File: src/rtl/mx_pkg.sv
// Shared MX format defaults and negate-mode encodings.
package mx_pkg;

  localparam int unsigned MX_BLOCK_SIZE        = 32;
  localparam int unsigned MXINT8_ELEMENT_WIDTH = 8;
  localparam int unsigned MX_SCALE_WIDTH       = 8;

  localparam logic MX_NEG_INT = 1'b0;
  localparam logic MX_NEG_FP  = 1'b1;

endpackage

File: src/rtl/mx_negate_lane.sv
// Single-element MX negate: saturating two's complement (INT) or sign flip (FP).
module mx_negate_lane
  import mx_pkg::*;
#(
  parameter int unsigned ELEM_WIDTH = MXINT8_ELEMENT_WIDTH
) (
  input  logic [ELEM_WIDTH-1:0] elem_i,
  input  logic                  mode_i,
  output logic [ELEM_WIDTH-1:0] elem_o,
  output logic                  sat_o
);

  localparam logic [ELEM_WIDTH-1:0] MinVal = {1'b1, {(ELEM_WIDTH-1){1'b0}}};

  always_comb begin
    elem_o = (~elem_i) + 1'b1;
    sat_o  = 1'b0;
    if (mode_i == MX_NEG_FP) begin
      elem_o = elem_i ^ MinVal;
    end else if (elem_i == MinVal) begin
      // -MIN is unrepresentable; clamp to MAX and flag it.
      elem_o = ~MinVal;
      sat_o  = 1'b1;
    end
  end

endmodule

File: src/rtl/mx_negate_stream.sv
// Streaming MX block negate: per-beat lane negation, block framing and saturation count,
// one registered output stage with valid/ready handshake.
module mx_negate_stream
  import mx_pkg::*;
#(
  parameter int unsigned BLOCK_SIZE  = MX_BLOCK_SIZE,
  parameter int unsigned ELEM_WIDTH  = MXINT8_ELEMENT_WIDTH,
  parameter int unsigned SCALE_WIDTH = MX_SCALE_WIDTH,
  parameter int unsigned LANES       = 4
) (
  input  logic                                 clk,
  input  logic                                 rst,
  input  logic                                 i_valid,
  output logic                                 o_in_ready,
  input  logic                                 i_mode,
  input  logic [SCALE_WIDTH-1:0]               i_scale,
  input  logic [0:LANES-1][ELEM_WIDTH-1:0]     i_elements,
  output logic                                 o_valid,
  input  logic                                 i_out_ready,
  output logic [SCALE_WIDTH-1:0]               o_scale,
  output logic [0:LANES-1][ELEM_WIDTH-1:0]     o_elements,
  output logic                                 o_first,
  output logic                                 o_last,
  output logic [$clog2(BLOCK_SIZE+1)-1:0]      o_sat_count
);

  localparam int unsigned Beats = BLOCK_SIZE / LANES;
  localparam int unsigned BeatW = (Beats > 1) ? $clog2(Beats) : 1;
  localparam int unsigned SatW  = $clog2(BLOCK_SIZE + 1);
  localparam logic [BeatW-1:0] LastBeat = BeatW'(Beats - 1);

  logic [BeatW-1:0]                   in_beat_q, in_beat_d;
  logic                               blk_mode_q, blk_mode_d;
  logic [SCALE_WIDTH-1:0]             blk_scale_q, blk_scale_d;
  logic [SatW-1:0]                    acc_q, acc_d;
  logic                               valid_q, valid_d;
  logic [0:LANES-1][ELEM_WIDTH-1:0]   elems_q, elems_d;
  logic                               first_q, first_d;
  logic                               last_q, last_d;

  logic                               accept;
  logic                               beat_first;
  logic                               beat_last;
  logic                               eff_mode;
  logic [SCALE_WIDTH-1:0]             eff_scale;
  logic [0:LANES-1][ELEM_WIDTH-1:0]   neg_elems;
  logic [LANES-1:0]                   lane_sat;
  logic [SatW-1:0]                    beat_sat;
  logic [SatW-1:0]                    acc_sum;

  assign o_in_ready = ~rst & (~valid_q | i_out_ready);
  assign accept     = i_valid & o_in_ready;
  assign beat_first = (in_beat_q == '0);
  assign beat_last  = (in_beat_q == LastBeat);

  // Beat 0 uses the live mode/scale; later beats use the values latched on beat 0.
  assign eff_mode  = beat_first ? i_mode  : blk_mode_q;
  assign eff_scale = beat_first ? i_scale : blk_scale_q;

  for (genvar l = 0; l < LANES; l++) begin : g_lane
    mx_negate_lane #(
      .ELEM_WIDTH(ELEM_WIDTH)
    ) u_lane (
      .elem_i(i_elements[l]),
      .mode_i(eff_mode),
      .elem_o(neg_elems[l]),
      .sat_o (lane_sat[l])
    );
  end

  always_comb begin
    beat_sat = '0;
    for (int l = 0; l < LANES; l++) begin
      beat_sat = beat_sat + SatW'(lane_sat[l]);
    end
    acc_sum = (beat_first ? '0 : acc_q) + beat_sat;
  end

  always_comb begin
    in_beat_d   = in_beat_q;
    blk_mode_d  = blk_mode_q;
    blk_scale_d = blk_scale_q;
    acc_d       = acc_q;
    valid_d     = valid_q;
    elems_d     = elems_q;
    first_d     = first_q;
    last_d      = last_q;
    if (accept) begin
      in_beat_d   = beat_last ? '0 : in_beat_q + 1'b1;
      blk_mode_d  = eff_mode;
      blk_scale_d = eff_scale;
      acc_d       = acc_sum;
      valid_d     = 1'b1;
      elems_d     = neg_elems;
      first_d     = beat_first;
      last_d      = beat_last;
    end else if (i_out_ready) begin
      valid_d = 1'b0;
    end
  end

  always_ff @(posedge clk) begin
    if (rst) begin
      in_beat_q   <= '0;
      blk_mode_q  <= MX_NEG_INT;
      blk_scale_q <= '0;
      acc_q       <= '0;
      valid_q     <= 1'b0;
      elems_q     <= '0;
      first_q     <= 1'b0;
      last_q      <= 1'b0;
    end else begin
      in_beat_q   <= in_beat_d;
      blk_mode_q  <= blk_mode_d;
      blk_scale_q <= blk_scale_d;
      acc_q       <= acc_d;
      valid_q     <= valid_d;
      elems_q     <= elems_d;
      first_q     <= first_d;
      last_q      <= last_d;
    end
  end

  // Scale and accumulator only change on an accepted beat, exactly when the output
  // stage loads, so they double as the registered outputs.
  assign o_valid     = valid_q;
  assign o_elements  = elems_q;
  assign o_first     = first_q;
  assign o_last      = last_q;
  assign o_scale     = blk_scale_q;
  assign o_sat_count = acc_q;

endmodule

File: config.mk
export PLATFORM = sky130hd
export DESIGN_NAME = mx_negate_stream
export DESIGN_NICKNAME = d
export VERILOG_FILES = /design/src/rtl/mx_pkg.sv /design/src/rtl/mx_negate_lane.sv /design/src/rtl/mx_negate_stream.sv
export SDC_FILE = /design/constraint.sdc
export NUM_CORES = 1
export LEC_CHECK = 0
export ABC_AREA = 1
export CORE_ASPECT_RATIO = 0.7
export CORE_MARGIN = 4
export CORE_UTILIZATION = 51
export DETAILED_ROUTE_END_ITERATION = 6
export PLACE_DENSITY = 0.87
export SKIP_LAST_GASP = 1
export SLEW_MARGIN = 10
export SYNTH_ARGS = -nofsm -noshare
export SYNTH_HDL_FRONTEND = slang
export SYNTH_SLANG_ARGS = --single-unit
File: constraint.sdc
create_clock -name clk -period 6.55 [get_ports clk]
set_input_delay 0.9825 -clock clk [delete_from_list [all_inputs] [get_ports clk]]
set_output_delay 0.9825 -clock clk [all_outputs]
set_load 0.02 [all_outputs]
; Yosys cells after proc, flatten, opt, wreduce, memory -nomap -nowiden
; Index checks and enable logic that the tools add are counted.
[totals]
ff_bits = 53
input_bits = 45
output_inout_bits = 50
elab_cells = 62
[op_classes]
n_addsub = 9
n_eq_ne = 5
n_mux = 21
bitwise = 13
reduce_logical = 3
[ops]
columns = operator, count
row1 = 8-bit two-way mux, 8
row2 = 8-bit by 1-bit adder with 8-bit output (second input constant), 4
row3 = 8-bit == test (second input constant), 4
row4 = 8-bit inverter, 4
row5 = 1-bit two-way mux, 11
row6 = 6-bit by 4-bit adder with 6-bit output, 1
row7 = 6-bit two-way mux, 1
row8 = 1-bit inverter, 6
row9 = 3-bit by 1-bit adder with 4-bit output, 1
row10 = 2-bit by 1-bit adder with 3-bit output, 1
row11 = 3-bit by 1-bit adder with 3-bit output (second input constant), 1
row12 = 3-bit == test (second input constant), 1
row13 = 3-bit zero test, 1
row14 = 3-bit two-way mux, 1
row15 = 1-bit by 1-bit adder with 2-bit output, 1
row16 = 1-bit AND, 2
row17 = 2-bit AND reduction, 1
row18 = 2-bit nonzero test, 1
row19 = 1-bit bitwise OR, 1

; Logic depth before layout (Yosys ltp)
; Gate-level depths: netlist of run 1.
[logic_depth]
ltp_word = 7
mapped_depth = 20
depth_no_buf = 19

; By module
; Synthesis of run 1 repeated with hierarchy kept, for this count alone.
[hier_totals]
hier_cells = 471
hier_area_um2 = 3066.7
[by_module_without_submodules]
columns = module, n_inst, cells_per_inst, area_each_um2, seq_area_each_um2
row1 = mx_negate_stream, 1, 267, 2065.7, 1061.0
row2 = mx_negate_lane, 4, 51, 250.2, 0.0

; Worst setup path before layout of run 1
; Ideal clock, no wire load.
[synth_timing]
kind = input to register
startpoint = input i_elements[8] in the netlist's numbering
endpoint = register acc_q[4] (netlist: o_sat_count[4])
arrival_time_ns = 3.180
setup_slack_ns = 3.257
cell_stages = 14
n_path_buf = 0
cell_sequence = inv_1 ha_1 nand3_1 nor2_1 inv_1 nor2_1 fa_1 inv_1 fa_1 fa_1 inv_1 nand4_1 nor2_1 nor2_1
[synth_via]
elab_chain_len = 6
[synth_rtl]
columns = element, line
row1 = start: declaration, mx_negate_stream.sv:17  ; input logic [0:LANES-1][ELEM_WIDTH-1:0] i_elements,
row2 = 8-bit == test, mx_negate_lane.sv:20  ; end else if (elem_i == MinVal) begin
row3 = 1-bit two-way mux, mx_negate_lane.sv:20
row4 = 1-bit two-way mux, mx_negate_lane.sv:18  ; if (mode_i == MX_NEG_FP) begin
row5 = 2-bit by 1-bit adder with 3-bit output, mx_negate_stream.sv:74  ; beat_sat = beat_sat + SatW'(lane_sat[l]);
row6 = 3-bit by 1-bit adder with 4-bit output, mx_negate_stream.sv:74
row7 = 6-bit by 4-bit adder with 6-bit output, mx_negate_stream.sv:76  ; acc_sum = (beat_first ? '0 : acc_q) + beat_sat;
row8 = end signal: assignment, mx_negate_stream.sv:107  ; acc_q <= '0;
row9 = end signal: assignment, mx_negate_stream.sv:116  ; acc_q <= acc_d;
row10 = end: declaration, mx_negate_stream.sv:35  ; logic [SatW-1:0] acc_q, acc_d;
; Every way passes these cells.
; A chain may end at the register's enable or synchronous reset.

; Worst setup path after layout of run 1
[layout_timing]
startpoint = input i_mode
endpoint = register acc_q[4] (netlist: o_sat_count[4])
[layout_via]
elab_chain_len = 6
elab_cells_between_ends = 9
cone_classes = add/sub: 4 / mux: 5
[layout_rtl]
columns = element, line
row1 = start: declaration, mx_negate_stream.sv:15  ; input logic i_mode,
row2 = 1-bit two-way mux (*), mx_negate_stream.sv:57  ; assign eff_mode = beat_first ? i_mode : blk_mode_q;
row3 = 1-bit two-way mux, mx_negate_lane.sv:18
row4 = 1-bit by 1-bit adder with 2-bit output, mx_negate_stream.sv:74
row5 = 2-bit by 1-bit adder with 3-bit output, mx_negate_stream.sv:74
row6 = 3-bit by 1-bit adder with 4-bit output (*), mx_negate_stream.sv:74
row7 = 6-bit by 4-bit adder with 6-bit output (*), mx_negate_stream.sv:76
; Every way passes the cells marked *; elsewhere a longest branch is shown, timed or not.

==> results of run 1 <==
## cells by family (layout without fill, tap and decap cells)
group | count (synthesis) | after routing | synth area share (%)
AOI/OAI and AO/OA | 68 | 68 | 12.2
and+or+nand+nor | 246 | 246 | 34.4
DFF | 53 | 53 | 34.9
adders and majority gates | 11 | 11 | 5.26
buffers and inverters | 96 | 181 | 13.3
## critical path: stages
cell and delay (ns):
clkdlybuf4s50_1 0.51, nand2_1 0.07, nand2_1 0.47, nor3_1 0.13, fa_1 0.53, inv_1 0.06
fa_1 0.44, fa_1 0.43, inv_1 0.10, nand4_1 0.12, nand2_1 0.10, nand2_1 0.06
nor2_1 0.09
## through the flow
step	power [W]	setup WS, ns	std cells	util, %	area [um2]
after floorplan	0.000520	3.26	474	-	3040
after global placement	0.000613	2.50	626	69.0	3970
after detailed placement	0.000620	2.38	626	69.0	3970
after CTS	0.000854	2.70	634	71.1	4090
after global routing	0.000894	2.42	634	71.1	4090
final	0.000848	2.71	634	71.1	4090
## routing by layer
layer	GRT usage, %	routed length [um]
met2	37.5	3540
met4	3.89	54
met5	0	0
met3	5.92	721
met1	29.9	3640
## final timing paths
| path | startpoint | to | slack, ns | cells past startpoint |
|---|---|---|---|---|
| worst max-delay path | i_mode | o_sat_count[4]$_SDFFE_PP0P_ | 2.71 | 13 |
| worst min-delay path | o_elements[17]$_SDFFE_PP0P_ | o_elements[17]$_SDFFE_PP0P_ | 0.47 | 2 |
| worst max register to register | in_beat_q[0]$_SDFFE_PP0P_ | o_sat_count[4]$_SDFFE_PP0P_ | 3.02 | 16 |
| worst min register to register | o_elements[17]$_SDFFE_PP0P_ | o_elements[17]$_SDFFE_PP0P_ | 0.47 | 2 |
## where the power goes
group | switching, W | leakage [nW] | total [W] | internal, W
clock network | 0.000110 | 0.0574 | 0.000235 | 0.000124
logic | 0.000140 | 1.45 | 0.000247 | 0.000107
registers | 0.0000156 | 0.439 | 0.000366 | 0.000351
## state kept, by name (all words and copies together), names as in the netlist
register	count
o_first	1
o_valid	1
blk_mode_q	1
in_beat_q	3
o_elements	32
o_scale	8
o_last	1
o_sat_count	6
## cells in the final DEF, fill, tap and decap left out, types with 4 or more instances in the layout
cell type | Yosys | final
ha_1 | 8 | 8
inv_1 | 76 | 76
nand2_1 | 125 | 125
dfxtp_1 | 53 | 53
nor2_1 | 62 | 62
nand3_1 | 35 | 35
a21oi_1 | 17 | 17
o21ai_0 | 32 | 32
and2_1 | 4 | 4
a31oi_1 | 14 | 14
clkbuf_8 | 0 | 6
nand3b_1 | 6 | 6
clkdlybuf4s50_1 | 0 | 94
## layout make-up
type                            instances  share of cell area, %
Multi-Input combinational cell        325                   38.5
Sequential cell                        53                   25.9
Timing Repair Buffer                   95                   23.2
Inverter                               78                   7.15
Tap cell                               75                   2.29
Clock buffer                            6                   2.02
Clock inverter                          2                  0.917
==> metrics.md, run 1 <==
| Metric | Value |
|---|---|
| CTS tree | built |
| Layout cell share with drive strength beyond 1 | 3.76% |
| Clock Sinks | 53 |
| Synth Register Bits | 53 |
| Slew HR | 59.0% |
| Final worst path period share | roughly three fifths |
| Hpwl dp | between 5000 and 6000 um |
| Crit path max fanout | 20 |
| Clock Pin Slew Worst Setup and Hold Paths | 0.10 ns |
| Worst Path Arrival | slightly above 4 ns |
| Crit path launch type | input pin |
| Synth unique cells | 28 |
| DR pass1 iterations | 5 |
| Synth area leaders | dfxtp_1 (35%), nand2_1 (15%), inv_1 (9.4%), nor2_1 (7.6%), nand3_1 (5.8%) |
| Number of synthesized flops with an enable pin | 0 |
| Hold Fails Final Rpt | 0 |
| Skew-Pair Late Insertion Delay | 0.31 ns |
| Asr flop ratio synth | 0% |
| Vias in the first global route | roughly 3,100 |
| Hold_ws | approximately 0.47 ns |
| Pwr/cell area | 207 nW/um2 |
| I/O Buffers | 94 |
| Initial antenna violation count | 0 |
| Drt total wl | 7950 um |
| Grt ovf | 0 |
| Max-slew violation count | 0 |
| Count leader, synth | nand2_1 |
| Clock Path Buffers | 2 |
| Setup total negative slack | 0 ns |
| Setup Skew | 0.00950 ns |
| Routability Congestion | approximately 0.92 |
| Vias | 3,209 |
| Cells after Synth | 474 |
| RSZ-0062 raised after global routing | false |
| H-tree Lvls | 2 |
| Cts-stage hold buffer count | 0 |
| I/O Pins | 95 |
| Vias/cell | 5.06 |
| Max Fclk | 0.260 GHz |
| Syn_area_per_cell | 6.42 um2 |
| Synth warn | 0 |
| Ys flop type | dfxtp_1 |
| DR iter-0 viols | 117 |
| Dominant cell type by area after synthesis | dfxtp_1 |
| Pin count of the biggest net entering global routing | 46 |
| Reg area | between 1000 and 1500 um2 |
| # fillers | ~510 |
| Hold WC Path Type | register to register |
| Post-synth top area share | roughly a third |
| Post-DR wirelength/cell | 12.5 um |
| Row Count | 23 |
| Setup violations, final | 0 |
| Post-CTS setup buffer count | 0 |
| Peak supply drop | about 0.00011 V |
| Synth Cell Area | just over 3000 um2 |
| CTS buffer count | 5 |
| Syn_nets | between 500 and 600 |
| Slew @ Worst Pin | a little over 0.6 ns |
| Clock Tree Root | clkbuf_8 |
| CP Capture Type | register |
| Gr usage total | 22.5% |
| Die ar. | 7290 um2 |
| Die height | 72.6 um |
| Antenna diodes | 0 |
| Core footprint | approximately 5800 um2 |
| Die extent in x | ~100 um |
| Initial Utilization | 52.9% |
| Min Tclk post-route | 3.84 ns |
| Resized Gates After CTS | 0 |
| DRC violations left | 0 |
| Max_cap viols | 0 |
| Worst path required time | 6.80 ns |
| WS Path Type | input pin to register |
| First-pass GRT wire length | between 10,000 and 15,000 um |
| Layout net count | 614 |
| Outcome | complete, no violations |
| Seq/Total Area, Yosys | 34.9% |
| Post-route ant nets | 0 |
| Area Overhead vs Synth | 34.5% |
| Most instantiated cells after synthesis | nand2_1 (125), inv_1 (76), nor2_1 (62) |
| Lkg Pwr | 1.95 nW |
| Multi-input logic area | 1580 um2 |
No activity file was read; power rests on OpenSTA's default activity.
==> run 2: changes to the inputs <==
--- a/config.mk
+++ b/config.mk
@@ -8,9 +8,9 @@
 export ABC_AREA = 1
 export CORE_ASPECT_RATIO = 0.7
 export CORE_MARGIN = 4
-export CORE_UTILIZATION = 51
+export CORE_UTILIZATION = 42
 export DETAILED_ROUTE_END_ITERATION = 6
-export PLACE_DENSITY = 0.87
+export PLACE_DENSITY = 0.76
 export SKIP_LAST_GASP = 1
 export SLEW_MARGIN = 10
 export SYNTH_ARGS = -nofsm -noshare
==> constraint.sdc (replaced) <==
create_clock -name clk -period 3.3 [get_ports clk]
set_input_delay 0.495 -clock clk [delete_from_list [all_inputs] [get_ports clk]]
set_output_delay 0.495 -clock clk [all_outputs]
set_load 0.02 [all_outputs]
==> run 2 against run 1 <==
Compared with the run above:
- global-route usage decreased by 2.9 points
- register-to-register slack got worse by 2.8 ns
- cell count increased by 4.9%
- cell area increased by 3.3%
- routed wire length increased by 5.6%
- total power increased by 110%
- die area increased by 19%
==> metrics.md, run 2 (same netlist as run 1, synthesis figures left out) <==
| Metric | Value |
|---|---|
| Outcome | complete, no violations |
| Switching Fraction | 30.7% (-0.66 points) |
| Multi-input logic area | 1590 um2 (+0.48%) |
| Initial Utilization | 44.2% (-8.7 points) |
| Vias | 3,218 (+0.28%) |
| Post-DR wirelength/cell | 12.6 um (+0.71%) |
| Drt total wl | 8400 um (+5.6%) |
| Area Overhead vs Synth | 38.9% |
| Hold WC Path Type | register to register |
| Crit path largest cell delay | 0.48 ns (-0.05 ns) |
| WS Path Type | input pin to register |
| Clock Path Buffers | 2 (unchanged) |
| Core footprint | 6880 um2 (+20%) |
| Layout net count | 626 (+2.0%) |
| Setup Skew | 0.00789 ns (-0.00161 ns) |
| Setup total negative slack | 0 ns (unchanged) |
| Pwr/cell area | 417 nW/um2 (+100%) |
| Routability Congestion | 0.877 (-5.1%) |
| Resized Gates After CTS | 0 (unchanged) |
| Seq pwr share | 41.2% (-2.0 points) |
| Power share of the combinational group | 28.9% (-0.3 points) |
| CP Cell Sequence | clkdlybuf4s50_1 > inv_1 > ha_1 > nand3_1 > nor2_1 > inv_1 > nor2_1 > fa_1 > inv_1 > fa_2 > fa_1 > inv_1 > nand4_1 > nand2_1 > nand2_1 > nor2_1 |
| Hold Fails Final Rpt | 0 (unchanged) |
| Most frequent cells in the layout | nand2_1 (125), clkdlybuf4s50_1 (94), inv_1 (76) |
| CTS buffer count | 5 (unchanged) |
| Most frequent CP cell | inv_1 |
| Cts-stage hold buffer count | 0 (unchanged) |
| Antenna diodes | 0 (unchanged) |
| H-tree Lvls | 2 (unchanged) |
| Hold_ws | 0.472 ns (-0.00119 ns) |
| Slew HR | 70.0% (+11 points) |
| Worst path required time | 3.56 ns (-3.24 ns) |
| CP Capture Type | register |
| Die height | 79.2 um (+9.1%) |
| Post-route ant nets | 0 (unchanged) |
| Crit path buf inv count | 5 (+2) |
| FF-to-FF Start | in_beat_q[0]$_SDFFE_PP0P_ |
| Initial antenna violation count | 0 (unchanged) |
| Min-delay src | o_elements[9]$_SDFFE_PP0P_ |
| Row Count | 25 (+8.7%) |
| Top delay family on crit path | adder cells |
| Max Fclk | about 0.32 GHz |
| Worst Path Arrival | 3.36 ns (-0.73 ns) |
| Clock Sinks | 53 (unchanged) |
| Clock Tree Root | clkbuf_8 |
| DRC violations left | 0 (unchanged) |
| Slew @ Worst Pin | 0.450 ns (-0.163 ns) |
| Origin of the worst setup path | i_elements[8] |
| Clock power frac | 29.9% (+2.3 points) |
| Die ar. | 8700 um2 (+19%) |
| Skew-Pair Late Insertion Delay | 0.32 ns (about the same) |
| Post-CTS setup buffer count | 0 (unchanged) |
| Max-slew violation count | 0 (unchanged) |
| Gr usage total | 19.5% (-2.9 points) |
| First-pass GRT wire length | 13,800 um (+2.0%) |
| Slowest cell on the critical path | clkdlybuf4s50_1 |
| Commonest non-fill, non-tap cell in the layout | nand2_1 |
| DR pass1 iterations | 5 (unchanged) |
| Placed Cells | 657 (+5.0%) |
| Min Tclk post-route | 3.10 ns |
| Final worst path period share | 93.9% |
| # fillers | 661 (+31%) |
| Crit path max fanout | 3 (-85%) |
| Net Sw Power | 0.000542 W (+100%) |
| Clock Pin Slew Worst Setup and Hold Paths | 0.10 ns (about the same) |
| Crit path launch type | input pin |
| Vias/cell | 4.84 (-4.4%) |
| Vias in the first global route | 3,162 (+3.7%) |
| I/O Buffers | 94 (unchanged) |
| Layout cell share with drive strength beyond 1 | 5.95% (+2.2 points) |
| I/O Pins | 95 (unchanged) |
| Pin count of the biggest net entering global routing | 35 (-24%) |
| RSZ-0062 raised after global routing | false |
| Reg area | 1060 um2 (unchanged) |
| Lkg Pwr | 2.02 nW (+3.6%) |
| Setup violations, final | 0 (unchanged) |
| Die extent in x | 110 um (+9.4%) |
| Max FFs per register | 32 (unchanged) |
| Peak supply drop | 0.000260 V (+130%) |
| Non-filler cells, final | 665 (+4.9%) |
| DR iter-0 viols | 158 (+35%) |
| Hpwl dp | 6230 um (+8.3%) |
| Grt ovf | 0 (unchanged) |
| Cell Int Power | 0.00122 W (+110%) |
| Max_cap viols | 0 (unchanged) |
| CTS tree | built |
[run 2: changes by cell type in the layout (fill, tap and decap cells not counted), sizes merged]
cell / before / now
buf: 1 / 13
bufinv: 1 / 2
clkbuf: 6 / 5
clkinv: 1 / 2
clkinvlp: 1 / 0
[run 2: routing by layer]
| metal | part of all wire [%] | global-route usage [%] |
|---|---|---|
| met4 | 0.57 | 5.48 |
| met3 | 8.1 | 5.77 |
| met5 | 0 | 0 |
| met1 | 47 | 24.8 |
| met2 | 44 | 32.2 |
[run 2: power groups by stage]
stage	Sequential, W	Combinational (W)	Clock [W]
finish	0.000727	0.000511	0.000528
floorplan	0.000803	0.000230	0
global route	0.000735	0.000566	0.000565
detailed placement	0.000741	0.000507	0
CTS	0.000727	0.000511	0.000541
global placement	0.000740	0.000499	0
[run 2: layout make-up]
cell class / instances / share of cell area, %
Clock buffer: 5 / 1.63
Clock inverter: 3 / 1.54
Inverter: 78 / 6.92
Multi-Input combinational cell: 325 / 37.5
Sequential cell: 53 / 25.1
Tap cell: 94 / 2.78
Timing Repair Buffer: 107 / 24.6
[run 2: worst reg2reg max path: stages (launching register included)]
cell and delay, ns:
dfxtp_1 0.35, inv_1 0.07, ha_1 0.18, inv_1 0.08
nor2_4 0.15, nand2_1 0.07, nand2_1 0.16, nor3_1 0.11
fa_1 0.51, inv_1 0.06, fa_2 0.38, fa_1 0.42
inv_1 0.11, nand4_1 0.13, nand2_1 0.10, nand2_1 0.05
nor2_1 0.09
[run 2: path summary, 6_finish.rpt]
check / endpoint / slack (ns) / cells after the start
max reg2reg: o_sat_count[4]$_SDFFE_PP0P_ / 0.25 / 16
min: o_elements[9]$_SDFFE_PP0P_ / 0.47 / 2
max: o_sat_count[4]$_SDFFE_PP0P_ / 0.20 / 16
min reg2reg: o_elements[9]$_SDFFE_PP0P_ / 0.47 / 2
[run 2: stage by stage]
| step | setup slack (ns) | utilization (%) | area, um2 | power (W) |
|---|---|---|---|---|
| floorplan | 0.385 | - | 3040 | 0.00103 |
| detailed placement | -0.157 | 59.4 | 4090 | 0.00125 |
| finish | 0.202 | 61.5 | 4230 | 0.00177 |
| CTS | 0.139 | 61.3 | 4220 | 0.00178 |
| global route | 0.0491 | 61.5 | 4230 | 0.00187 |
| global placement | -0.0905 | 59.4 | 4090 | 0.00124 |
